## src/rtl/seg7_scan_driver.sv

```systemverilog
`default_nettype none
// ============================================================================
//  Module   : seg7_scan_driver
//  Brief    : Time-multiplexes a 32-bit hex value onto a common-anode
//             multi-digit seven-segment display. The scan is stepped by
//             rising edges of a sampled divided_clk. Optional macro
//             SEG7_LEADING_ZERO_BLANK_EN blanks leading zero digits.
//  Revision : 1.0 - initial release
// ============================================================================
module seg7_scan_driver #(
    parameter int NUM_DIGITS = 8
) (
    input  logic                  clk,
    input  logic                  reset,
    input  logic                  divided_clk,
    input  logic                  enable,
    input  logic [31:0]           data,
    input  logic [7:0]            dot_mask,
    output logic [NUM_DIGITS-1:0] an,
    output logic [6:0]            seg,
    output logic                  dp
);

    localparam int C_IDX_W  = (NUM_DIGITS > 1) ? $clog2(NUM_DIGITS) : 1;
    localparam int C_DATA_W = 4 * NUM_DIGITS;
    localparam logic [C_IDX_W-1:0] C_LAST_IDX = C_IDX_W'(NUM_DIGITS - 1);

    // Active-high gfedcba pattern for one hex nibble.
    function automatic logic [6:0] hex7(input logic [3:0] nib);
        logic [6:0] pat;
        case (nib)
            4'h0: pat = 7'h3F;
            4'h1: pat = 7'h06;
            4'h2: pat = 7'h5B;
            4'h3: pat = 7'h4F;
            4'h4: pat = 7'h66;
            4'h5: pat = 7'h6D;
            4'h6: pat = 7'h7D;
            4'h7: pat = 7'h07;
            4'h8: pat = 7'h7F;
            4'h9: pat = 7'h6F;
            4'hA: pat = 7'h77;
            4'hB: pat = 7'h7C;
            4'hC: pat = 7'h39;
            4'hD: pat = 7'h5E;
            4'hE: pat = 7'h79;
            default: pat = 7'h71;
        endcase
        return pat;
    endfunction

    logic                  sync1_q, sync1_d;
    logic                  sync2_q, sync2_d;
    logic                  sync3_q, sync3_d;
    logic [C_IDX_W-1:0]    idx_q, idx_d;
    logic [C_DATA_W-1:0]   shadow_q, shadow_d;
    logic [NUM_DIGITS-1:0] dots_q, dots_d;
    logic [NUM_DIGITS-1:0] an_q, an_d;
    logic [6:0]            seg_q, seg_d;
    logic                  dp_q, dp_d;

    logic                  tick;
    logic [3:0]            nibble;
    logic                  dot_sel;
    logic                  blank_sel;
    logic [NUM_DIGITS-1:0] digit_onehot;
    logic [NUM_DIGITS-1:0] lz_flag;

`ifdef SEG7_LEADING_ZERO_BLANK_EN
    // A digit is a leading zero when it and every digit above it are zero.
    for (genvar i = 0; i < NUM_DIGITS; i++) begin : g_lz
        if (i == 0) begin : g_lz_digit0
            assign lz_flag[i] = 1'b0;
        end else begin : g_lz_upper
            assign lz_flag[i] = ~|shadow_q[C_DATA_W-1:4*i];
        end
    end
`else
    assign lz_flag = '0;
`endif

    always_comb begin
        sync1_d  = divided_clk;
        sync2_d  = sync1_q;
        sync3_d  = sync2_q;
        tick     = sync2_q & ~sync3_q;

        idx_d    = idx_q;
        shadow_d = shadow_q;
        dots_d   = dots_q;
        // Shadow reloads only at frame wrap so each frame is self-consistent.
        if (tick && enable) begin
            if (idx_q == C_LAST_IDX) begin
                idx_d    = '0;
                shadow_d = data[C_DATA_W-1:0];
                dots_d   = dot_mask[NUM_DIGITS-1:0];
            end else begin
                idx_d    = idx_q + C_IDX_W'(1);
            end
        end
    end

    always_comb begin
        nibble       = '0;
        dot_sel      = 1'b0;
        blank_sel    = 1'b0;
        digit_onehot = '0;
        for (int i = 0; i < NUM_DIGITS; i++) begin
            if (idx_q == C_IDX_W'(i)) begin
                nibble          = shadow_q[4*i +: 4];
                dot_sel         = dots_q[i];
                blank_sel       = lz_flag[i];
                digit_onehot[i] = 1'b1;
            end
        end

        an_d  = '1;
        seg_d = 7'h7F;
        dp_d  = 1'b1;
        if (enable) begin
            an_d  = ~digit_onehot;
            seg_d = blank_sel ? 7'h7F : ~hex7(nibble);
            dp_d  = ~dot_sel;
        end
    end

    always_ff @(posedge clk or posedge reset) begin
        if (reset) begin
            sync1_q  <= 1'b0;
            sync2_q  <= 1'b0;
            sync3_q  <= 1'b0;
            idx_q    <= '0;
            shadow_q <= '0;
            dots_q   <= '0;
            an_q     <= '1;
            seg_q    <= 7'h7F;
            dp_q     <= 1'b1;
        end else begin
            sync1_q  <= sync1_d;
            sync2_q  <= sync2_d;
            sync3_q  <= sync3_d;
            idx_q    <= idx_d;
            shadow_q <= shadow_d;
            dots_q   <= dots_d;
            an_q     <= an_d;
            seg_q    <= seg_d;
            dp_q     <= dp_d;
        end
    end

    assign an  = an_q;
    assign seg = seg_q;
    assign dp  = dp_q;

endmodule
`default_nettype wire

```

## config.mk

```make
export PLATFORM = sky130hd
export DESIGN_NAME = seg7_scan_driver
export DESIGN_NICKNAME = d
export VERILOG_FILES = /design/src/rtl/seg7_scan_driver.sv
export SDC_FILE = /design/constraint.sdc
export NUM_CORES = 1
export LEC_CHECK = 0
export ABC_AREA = 1
export BUFFER_PORTS_ARGS = -buffer_cell sky130_fd_sc_hd__buf_2
export CAP_MARGIN = 10
export CORE_ASPECT_RATIO = 0.7
export CORE_MARGIN = 1.5
export CORE_UTILIZATION = 59
export CTS_BUF_LIST = sky130_fd_sc_hd__clkbuf_16
export CTS_CLUSTER_DIAMETER = 40
export CTS_CLUSTER_SIZE = 12
export DETAILED_ROUTE_END_ITERATION = 12
export GPL_ROUTABILITY_DRIVEN = 0
export PLACE_DENSITY_LB_ADDON = 0.2
export SLEW_MARGIN = 10
export SYNTH_ARGS = -nofsm -noshare
export SYNTH_HDL_FRONTEND = slang
export SYNTH_SLANG_ARGS = --single-unit
```

## constraint.sdc

```tcl
create_clock -name clk -period 6.5 [get_ports clk]
set_input_delay 1.625 -clock clk [delete_from_list [all_inputs] [get_ports clk]]
set_output_delay 1.625 -clock clk [all_outputs]
set_load 0.01 [all_outputs]
```

# After elaboration in Yosys (flattened, before gate mapping)
# Memory sizes are Yosys's and may differ from the RTL's.
# Cells that the tools add are included.
# W data, S select, Z words.
word_totals:
  in_bits: 44
  memories: 1
  out_inout_bits: 16
  elab_cells: 55
  ff_bits: 62
  romBits: 112
  latch_bits: 0
  ramBits: 0
memory_table:
  columns: ["memory", "words", "word_bits", "read_ports", "rd_clocked_by_memory_dff", "write_ports", "line_no", "text"]
  rows:
  - ["(name not given)", 16, 7, 1, 0, 0, "31", "case (nib)"]
classes:
  bitwise_logic: 5
  n_mul: 0
  shifts: 0
  n_eq_ne: 7
  n_lt_le_gt_ge: 0
  reduce_logical: 3
  n_div: 0
  mux: 29
  add_sub_neg: 1
ops:
  columns: ["cell", "count"]
  rows:
  - ["$mux W4", 8]
  - ["$mux W1", 17]
  - ["$mux W7", 2]
  - ["$eq A3 B3 Y1 const B", 4]
  - ["$mux W8", 1]
  - ["$not A8 Y8", 1]
  - ["$not A7 Y7", 1]
  - ["$eq A3 B2 Y1 const B", 2]
  - ["$add A3 B1 Y3 const B", 1]
  - ["$eq A3 B1 Y1 const B", 1]
  - ["$logic_not A3 Y1", 1]
  - ["$mux W3", 1]
  - ["$not A1 Y1", 2]
  - ["$reduce_and A2 Y1", 1]
  - ["$and A1 B1 Y1", 1]
  - ["$logic_and A1 B1 Y1", 1]

# Longest topological paths before layout
# Gate-level depths: netlist of the first run.
# An unclocked memory read counts as a cell.
depth:
  word_depth: 13
  mapped_depth: 19
  ltp_nobuf: 19

# Least setup slack after synthesis of the first run
# Ideal clock, no wire load.
synth_path:
  path_kind: "in2reg"
  from: "input port enable"
  to: "register dots_q[2]"
  path_slack_ns: 3.748
  path_stages: 6
  n_path_buf: 2
  arrival_time_ns: 2.627
  cell_sequence: "clkbuf_2 -> nand2_1 -> nor2_4 -> nand2_1 -> buf_2 -> mux2_2"
synth_via:
  elab_chain_cells: 2
synth_rtl:
  columns: ["item", "line_no", "text"]
  rows:
  - ["start, declared", "16", "input logic enable,"]
  - ["$logic_and A1 B1 Y1", "92", "if (tick && enable) begin"]
  - ["$reduce_and A2 Y1 (no source line)", null, null]
  - ["end signal, assigned", "144", "dots_q <= dots_d;"]
  - ["end, declared", "57", "logic [NUM_DIGITS-1:0] dots_q, dots_d;"]
# No other way between the ends.
# A chain may end at the register's enable or synchronous reset.

# Worst setup path after layout of the first run
layout_path:
  from: "input port enable"
  to: "register dots_q[1]"
# Same word-level chain as after synthesis.

==> results of run 1 <==
kinds of logic (layout without fill, tap and decap cells):
kind of cell             after synthesis  in the layout
AND/OR/NAND/NOR                      147            147
buffers and inverters                 56            120
AO/OA/AOI/OAI                         30             30
multiplexers                          28             28
adder cells (fa/ha/maj)               12             12
flip-flops                            62             62
final timing paths:
| check | from | to |
|---|---|---|
| hold / removal | sync1_q$_DFF_PP0_ | sync2_q$_DFF_PP0_ |
| max in group asynchronous | reset | shadow_q[7]$_DFFE_PP0P_ |
| hold reg to reg | sync1_q$_DFF_PP0_ | sync2_q$_DFF_PP0_ |
| min in group asynchronous | reset | dots_q[6]$_DFFE_PP0P_ |
| setup reg to reg | idx_q[2]$_DFFE_PP0P_ | seg[0]$_DFF_PP1_ |
| setup / recovery | enable | dots_q[1]$_DFFE_PP0P_ |
through the flow:
step | util (%) | area (µm²) | hold slack [ns] | std cells | setup slack [ns]
6_report | 74.4 | 3640 | 0.352 | 468 | 3.30
4_1_cts | 74.4 | 3640 | 0.352 | 468 | 3.30
3_3_place_gp | 69.2 | 3380 | 0.334 | 452 | 3.04
3_5_place_dp | 69.2 | 3380 | 0.345 | 452 | 2.96
2_1_floorplan | - | 3070 | 0.331 | 335 | 3.36
5_1_grt | 74.4 | 3640 | 0.367 | 468 | 3.17
power by group through the flow:
stage | clock [mW] | combinational [mW] | sequential, mW
after CTS | 0.406 | 0.769 | 0.633
after detailed placement | 0 | 0.757 | 0.636
after global routing | 0.429 | 0.886 | 0.650
after global placement | 0 | 0.732 | 0.629
final | 0.399 | 0.772 | 0.632
after floorplan | 0 | 0.607 | 0.624
critical path, stage by stage:
cell and delay [ns]:
buf_2 0.30, nand2_1 0.16, nor2_4 0.17, nand2_2 0.61, mux2_2 0.53
placed cells by master (no fill, tap or decap):
| master | n |
|---|---|
| a21oi_1 | 17 |
| a21oi_2 | 1 |
| a31oi_1 | 1 |
| buf_2 | 59 |
| buf_4 | 1 |
| clkbuf_16 | 9 |
| clkinv_1 | 1 |
| clkinv_2 | 2 |
| dfrtp_1 | 46 |
| dfstp_2 | 16 |
| ha_1 | 12 |
| inv_1 | 44 |
| inv_2 | 3 |
| inv_6 | 1 |
| mux2_2 | 28 |
| nand2_1 | 78 |
| nand2_2 | 5 |
| nand2_4 | 1 |
| nand3_1 | 27 |
| nor2_1 | 32 |
| nor2_2 | 1 |
| nor2_4 | 2 |
| o211ai_1 | 1 |
| o21ai_0 | 8 |
| o21ai_1 | 1 |
| o21ai_2 | 1 |
| or2_1 | 1 |
layout make-up:
cell class	count	share of cell area (%)
Timing Repair Buffer	60	8.32
Multi-Input combinational cell	217	34.4
Clock inverter	7	0.791
Clock buffer	9	6.19
Sequential cell	62	43.2
Tap cell	69	2.37
Inverter	44	4.68
sequential cells by signal, indices dropped and copies added, names as in the netlist, 3 cells and up:
name	count
idx_q	3
shadow_q	32
seg	7
an	8
dots_q	8
per-layer routing:
metal / vias up / GRT usage [%] / wire length (µm)
li1: 1172 / - / -
met1: 1085 / 33.4 / 2930
met2: 84 / 36.8 / 2650
met3: 12 / 10.9 / 498
met4: 0 / 5.96 / 73
met5: - / 0 / 0
==> impl_metrics.json, run 1 <==
{
  "drive_gt1_share_pct": 32.6,
  "grt_pass1_vias": 2311,
  "synth-edff-count": 0,
  "syn_inst": 335,
  "synth-seq-cells": 62,
  "finalHoldViolCount": 0,
  "clock_latency_ns": 0.33,
  "leakage_nw": 1.93,
  "cts_setup_buffers": 0,
  "clkPwrFrac_pct": 22.1,
  "die_h_um": 63.3,
  "synthFlopType": "dfrtp_1",
  "hold_path.class": "reg -> reg",
  "dr.first_iter.drc_count": 166,
  "timing.final.crit_share_pct": 49.3,
  "hold_depth": 0,
  "multiInputGateArea_um2": 1250,
  "setup_viol": 0,
  "skew_ns": 0.00762,
  "ir_worst_vdd_mv": 0.281,
  "grt_pass1_wl_um": 10400,
  "synth_cell_type_count": 27,
  "via_per_inst": 5.03,
  "synth_xor_xnor_area_share_pct": 0,
  "core-area_um2": 4890,
  "final.setup.tns_ns": 0,
  "fin_total_pwr_mw": 1.80,
  "period_minus_slack_ns": 3.20,
  "ys_top_cells_by_area": "dfrtp_1 38%, dfstp_2 14%, mux2_2 10%",
  "drtAntennaViolNets": 0,
  "fillerInstances": 392,
  "synthAdderAreaFrac_pct": 4.90,
  "htreeDepth": 3,
  "synth_top_family_by_area": "simple AND/OR/NAND/NOR gates",
  "regToRegSetupSlack_ns": 3.93,
  "ios": 60,
  "cts_tree": "done",
  "num_rows": 21,
  "grt_max_degree": 63,
  "setup.worst_path.end_class": "flip-flop",
  "pwr-share-comb_pct": 42.8,
  "grt_usage_pct": 24.7,
  "yosysSeqAreaShare_pct": 51.3,
  "io_buffers": 59,
  "status": "completed",
  "ctsLongestPathBuffers": 2,
  "async_reset_ff_share_pct": 100,
  "antenna_found_initial": 0,
  "root_buffer": "clkbuf_16",
  "intPower_mw": 1.09,
  "path_class": "in -> reg",
  "wl_um": 6150,
  "synth_top_area_share_pct": 37.6,
  "drv_cap": 0,
  "critPathLaunchType": "input pin",
  "r2r_cells": 16,
  "place_hpwl_um": 4290,
  "grt.overflow.total": 0,
  "yosys-top-cells-count": "79 x nand2_1, 46 x dfrtp_1, 41 x inv_1",
  "syn_nets": 391,
  "max_slew.worst_pin.slew_ns": 1.05,
  "slew_headroom_pct": 30.0,
  "worstPathRequired_ns": 6.70,
  "clkTransAtPathRegs_ns": 0.05,
  "ys_warn_count": 0,
  "p_per_area_nw_per_um2": 496,
  "syn_avg_cell_area_um2": 9.15,
  "drtPass1Iterations": 4,
  "cts_resized": 0,
  "seqCellArea_um2": 1570,
  "die_w_um": 89.2,
  "route.detailed.drc": 0,
  "syn2layout_area_growth_pct": 18.7,
  "yosys.area.top_type": "dfrtp_1",
  "final_nets": 450,
  "fmax_ghz": 0.312,
  "start_util_pct": 62.7,
  "synth.most_common_cell": "nand2_1",
  "synth.cell_area_um2": 3070,
  "muxShareOfSynthArea_pct": 10.3,
  "synth-compound-area-share_pct": 5.27,
  "wl_per_cell_um": 13.1,
  "grt_setup_unrepaired": "false",
  "vias": 2353,
  "dieArea_um2": 5640,
  "maxSlewViolCount": 0,
  "n_antenna_cell": 0,
  "cts.sinks": 62,
  "power_frac_seq_pct": 35.0,
  "power_switching_mw": 0.712,
  "postCtsHoldBufs": 0,
  "switching_share_pct": 39.5,
  "cts_buffers": 9,
  "cp_max_fo": 52,
  "critPathArrivalTime_ns": 3.41,
  "synth-simple-area-share_pct": 20.3
}
No activity file was read; power rests on OpenSTA's default activity.
==> run 2, diff against run 1 <==
--- a/config.mk
+++ b/config.mk
@@ -10,7 +10,7 @@
 export CAP_MARGIN = 10
 export CORE_ASPECT_RATIO = 0.7
 export CORE_MARGIN = 1.5
-export CORE_UTILIZATION = 59
+export CORE_UTILIZATION = 55
 export CTS_BUF_LIST = sky130_fd_sc_hd__clkbuf_16
 export CTS_CLUSTER_DIAMETER = 40
 export CTS_CLUSTER_SIZE = 12
==> constraint.sdc (replaced) <==
create_clock -name clk -period 3.1 [get_ports clk]
set_input_delay 0.775 -clock clk [delete_from_list [all_inputs] [get_ports clk]]
set_output_delay 0.775 -clock clk [all_outputs]
set_load 0.01 [all_outputs]
==> impl_metrics.json, run 2 (synthesis results as in run 1) <==
{
  "timing.rr.start": "idx_q[2]$_DFFE_PP0P_",
  "htreeDepth": 3,
  "cts_resized": 0,
  "cp_max_fo": 9,
  "via_per_inst": 5.04,
  "drive_gt1_share_pct": 33.2,
  "path_class": "reg -> reg",
  "fin_total_pwr_mw": 3.98,
  "final.setup.tns_ns": 0,
  "root_buffer": "clkbuf_16",
  "grt_usage_pct": 24.4,
  "crit_start": "idx_q[2]$_DFFE_PP0P_",
  "final_cells": 473,
  "antenna_found_initial": 0,
  "grt_pass1_wl_um": 10900,
  "skew_ns": 0.00486,
  "r2r_end": "seg[1]$_DFF_PP1_",
  "cts.sinks": 62,
  "maxSlewViolCount": 0,
  "min_from": "sync1_q$_DFF_PP0_",
  "io_buffers": 59,
  "timing.final.crit_share_pct": 79.3,
  "placed_cells": 457,
  "cts_tree": "done",
  "setup_viol": 0,
  "r2r_cells": 17,
  "die_h_um": 65.5,
  "setup.worst_path.end_class": "flip-flop",
  "ios": 60,
  "n_antenna_cell": 0,
  "grt_setup_unrepaired": "false",
  "dieArea_um2": 6040,
  "grt.overflow.total": 0,
  "layout_commonest_cell": "nand2_1",
  "critPathArrivalTime_ns": 2.71,
  "final_nets": 452,
  "largest_register_ffs": 32,
  "start_util_pct": 57.7,
  "regToRegSetupSlack_ns": 0.64,
  "vias": 2383,
  "clkTransAtPathRegs_ns": 0.05,
  "die_w_um": 92.2,
  "postCtsHoldBufs": 0,
  "cp-endpoint": "seg[1]$_DFF_PP1_",
  "core-area_um2": 5310,
  "dr.first_iter.drc_count": 247,
  "cts_setup_buffers": 0,
  "num_rows": 22,
  "p_per_area_nw_per_um2": 1070,
  "grt_max_degree": 63,
  "critPathLaunchType": "flip-flop",
  "clock_latency_ns": 0.33,
  "fmax_ghz": 0.407,
  "design_area_um2": 3720,
  "cts_buffers": 9,
  "ir_worst_vdd_mv": 0.552,
  "finalHoldViolCount": 0,
  "period_minus_slack_ns": 2.46,
  "final_cell_mix": "78 x nand2_1, 59 x buf_2, 46 x dfrtp_1",
  "slew_headroom_pct": 48.1,
  "drtAntennaViolNets": 0,
  "status": "completed",
  "hold_path.class": "reg -> reg",
  "ctsLongestPathBuffers": 2,
  "worstPathRequired_ns": 3.35,
  "route.detailed.drc": 0,
  "max_slew.worst_pin.slew_ns": 0.776,
  "wl_per_cell_um": 13.6,
  "syn2layout_area_growth_pct": 21.4,
  "wl_um": 6450,
  "grt_pass1_vias": 2284,
  "drv_cap": 0,
  "dpl_cell_area_um2": 3410,
  "drtPass1Iterations": 4,
  "place_hpwl_um": 4670,
  "top_register": "shadow_q",
  "leakage_nw": 1.96,
  "whs_ns": 0.343
}
-- run 2: changes by cell type in the layout (fill, tap and decap cells not counted), sizes merged --
cell / before / now
clkinv: 3 / 1
bufinv: 0 / 2
buf: 60 / 62
inv: 48 / 47
clkinvlp: 0 / 1
-- run 2: power by group --
part           switching (mW)  total, mW  internal [mW]  leakage [nW]
Sequential              0.163       1.33           1.17         0.723
Combinational            1.02       1.63          0.607          1.08
Clock                   0.331       1.02          0.690         0.157
Total                    1.51       3.98           2.46          1.96
-- run 2: worst min-delay path by stage --
stage                         to  cells past startpoint
6_report       sync2_q$_DFF_PP0_                      0
5_1_grt        sync2_q$_DFF_PP0_                      0
4_1_cts        sync2_q$_DFF_PP0_                      0
3_5_place_dp   sync2_q$_DFF_PP0_                      0
3_3_place_gp   sync2_q$_DFF_PP0_                      0
2_1_floorplan  sync2_q$_DFF_PP0_                      0
-- run 2: layout make-up --
cell class,count,area (µm²)
fillers,437,1590
inverters,44,170
clock inverters,7,82.6
clock buffers,9,225
repair buffers,62,330
flip-flops and latches,62,1570
well taps,72,90.1
multi-input cells,217,1250
-- run 2: through the flow --
stage	setup WS (ns)	util, %
after floorplan	0.810	-
after global placement	0.700	64.3
after detailed placement	0.656	64.3
after CTS	0.650	70.1
after global routing	0.438	70.1
final	0.642	70.1
-- run 2: routing by layer --
metal | track usage [%] | part of all wire (%) | vias up
met5 | 0 | 0 | -
met4 | 10.6 | 1.4 | 0
met2 | 34.4 | 41 | 99
met3 | 7.06 | 8.2 | 7
li1 | - | - | 1178
met1 | 35.0 | 49 | 1099
-- run 2: worst max-delay path, cell delays in order (launching register included) --
cell and delay, ns:
dfrtp_1 0.62, inv_6 0.07, ha_1 0.30, inv_1 0.16, nand2_1 0.08, inv_1 0.05
nand2_1 0.05, nand2_1 0.06, nand2_1 0.05, nand2_1 0.05, nand2_1 0.04, nand2_1 0.15
inv_1 0.12, ha_1 0.29, nand2_1 0.09, nor2_1 0.05, nor2_1 0.09, nand2_1 0.07
==> run 3, diff against run 2 <==
==> constraint.sdc (replaced) <==
create_clock -name clk -period 2.3 [get_ports clk]
set_input_delay 0.575 -clock clk [delete_from_list [all_inputs] [get_ports clk]]
set_output_delay 0.575 -clock clk [all_outputs]
set_load 0.01 [all_outputs]
==> impl_metrics.json, run 3 (synthesis results as in run 1) <==
{
  "route.detailed.drc": 0,
  "drtAntennaViolNets": 0,
  "cts_tree": "done",
  "die_w_um": 92.2,
  "drive_gt1_share_pct": 40.5,
  "setup.worst_path.end_class": "flip-flop",
  "p_per_area_nw_per_um2": 1460,
  "grt_max_degree": 63,
  "grt_pass1_wl_um": 11000,
  "critPathBufInv": 1,
  "num_rows": 22,
  "grt_pass1_vias": 2340,
  "cts_buffers": 9,
  "dr.first_iter.drc_count": 178,
  "final_cell_mix": "73 x nand2_1, 59 x buf_2, 45 x dfrtp_1",
  "leakage_nw": 2.01,
  "postCtsHoldBufs": 0,
  "hold_path.class": "in -> async",
  "grt_usage_pct": 25.0,
  "slew_headroom_pct": 78.4,
  "n_antenna_cell": 0,
  "cts.sinks": 62,
  "die_h_um": 65.5,
  "max_slew.worst_pin.slew_ns": 0.324,
  "io_buffers": 59,
  "final_nets": 466,
  "finalHoldViolCount": 0,
  "timing.rr.start": "idx_q[0]$_DFFE_PP0P_",
  "period_minus_slack_ns": 2.25,
  "critPathArrivalTime_ns": 2.51,
  "place_hpwl_um": 4860,
  "syn2layout_area_growth_pct": 27.8,
  "vias": 2473,
  "dieArea_um2": 6040,
  "core-area_um2": 5310,
  "layout_commonest_cell": "nand2_1",
  "final_util_pct": 73.7,
  "cp_slowest_stage_delay_ns": 0.43,
  "drtPass1Iterations": 4,
  "ir_worst_vdd_mv": 0.785,
  "wl_um": 6960,
  "ios": 60,
  "ctsLongestPathBuffers": 2,
  "setup_viol": 0,
  "fmax_ghz": 0.445,
  "drv_cap": 0,
  "cp_max_fo": 9,
  "start_util_pct": 57.7,
  "root_buffer": "clkbuf_16",
  "timing.final.crit_share_pct": 97.7,
  "grt.overflow.total": 0,
  "path_class": "reg -> reg",
  "cp_cell_sequence": "buf_4, ha_4, nor2_1, nand2_1, nand3_1, nand3_1, nand2_1, nand2_1, nand2_1, nand2_1, nand2_2, nand2_4, ha_1, nand2_2, nor2_1, nor2_1, nand2_1",
  "antenna_found_initial": 0,
  "crit_start": "idx_q[0]$_DFFE_PP0P_",
  "r2r_end": "seg[1]$_DFF_PP1_",
  "top_register": "shadow_q",
  "critPathLaunchType": "flip-flop",
  "worstPathRequired_ns": 2.56,
  "via_per_inst": 5.08,
  "cp_top_family": "simple AND/OR/NAND/NOR gates",
  "r2r_cells": 17,
  "wl_per_cell_um": 14.3,
  "grt_setup_unrepaired": "true",
  "skew_ns": 0.00360,
  "htreeDepth": 3,
  "clkTransAtPathRegs_ns": 0.05,
  "fin_total_pwr_mw": 5.70,
  "largest_register_ffs": 32,
  "maxSlewViolCount": 0,
  "clock_latency_ns": 0.33,
  "status": "completed",
  "slowest_stage": "dfrtp_2",
  "regToRegSetupSlack_ns": 0.05,
  "worst_path_most_repeated_cell": "nand2_1"
}
## run 3: worst reg2reg max path, cell delays in order, from the launching register on
cell,delay [ns]
dfrtp_2,0.43
buf_4,0.15
ha_4,0.19
nor2_1,0.11
nand2_1,0.07
nand3_1,0.09
nand3_1,0.09
nand2_1,0.07
nand2_1,0.06
nand2_1,0.06
nand2_1,0.06
nand2_2,0.10
nand2_4,0.09
ha_1,0.32
nand2_2,0.08
nor2_1,0.04
nor2_1,0.09
nand2_1,0.06
## run 3: layout make-up
| cell class | instances | area, µm² |
|---|---|---|
| clock buffers | 9 | 225 |
| clock inverters | 7 | 65.1 |
| fillers | 389 | 1400 |
| inverters | 44 | 173 |
| multi-input cells | 217 | 1340 |
| flip-flops and latches | 62 | 1570 |
| well taps | 72 | 90.1 |
| repair buffers | 76 | 448 |
## run 3: report_power, final
part | internal (mW) | switching, mW
sequential | 1.57 | 0.199
combinational | 1.06 | 1.57
clock | 0.826 | 0.471
## run 3: worst max-delay path by stage
stage / to / slack, ns / depth (start not counted)
2_1_floorplan: seg[0]$_DFF_PP1_ / 0.20 / 17
3_3_place_gp: seg[0]$_DFF_PP1_ / 0.04 / 18
3_5_place_dp: seg[0]$_DFF_PP1_ / -0.1 / 18
4_1_cts: seg[0]$_DFF_PP1_ / 0.006 / 17
5_1_grt: seg[1]$_DFF_PP1_ / -0.05 / 17
6_report: seg[1]$_DFF_PP1_ / 0.05 / 17
## run 3: metal layers
metal	part of all wire (%)	routed length (µm)	up-vias	track usage (%)
li1	-	-	1208	-
met1	47	3270	1169	34.4
met2	44	3070	83	36.0
met3	7.2	498	13	9.61
met4	1.7	120	0	9.42
met5	0	0	-	0
## run 3: what timing repair did
item,CTS,global route
setup buffers,0,3
gates resized for setup,3,23
endpoints found under the setup margin,5,7
pin swaps,0,5
cloned,0,0
## run 3: through the flow
stage / std cells / instance area (µm²) / setup slack (ns) / hold WS [ns] / TNS [ns]
global route: 487 / 3920 / -0.0525 / 0.332 / -0.144
floorplan: 335 / 3070 / 0.203 / 0.331 / 0
global placement: 468 / 3510 / 0.0383 / 0.335 / 0
finish: 487 / 3920 / 0.0537 / 0.292 / 0
detailed placement: 468 / 3510 / -0.0954 / 0.339 / -0.192
CTS: 484 / 3810 / 0.00595 / 0.316 / 0
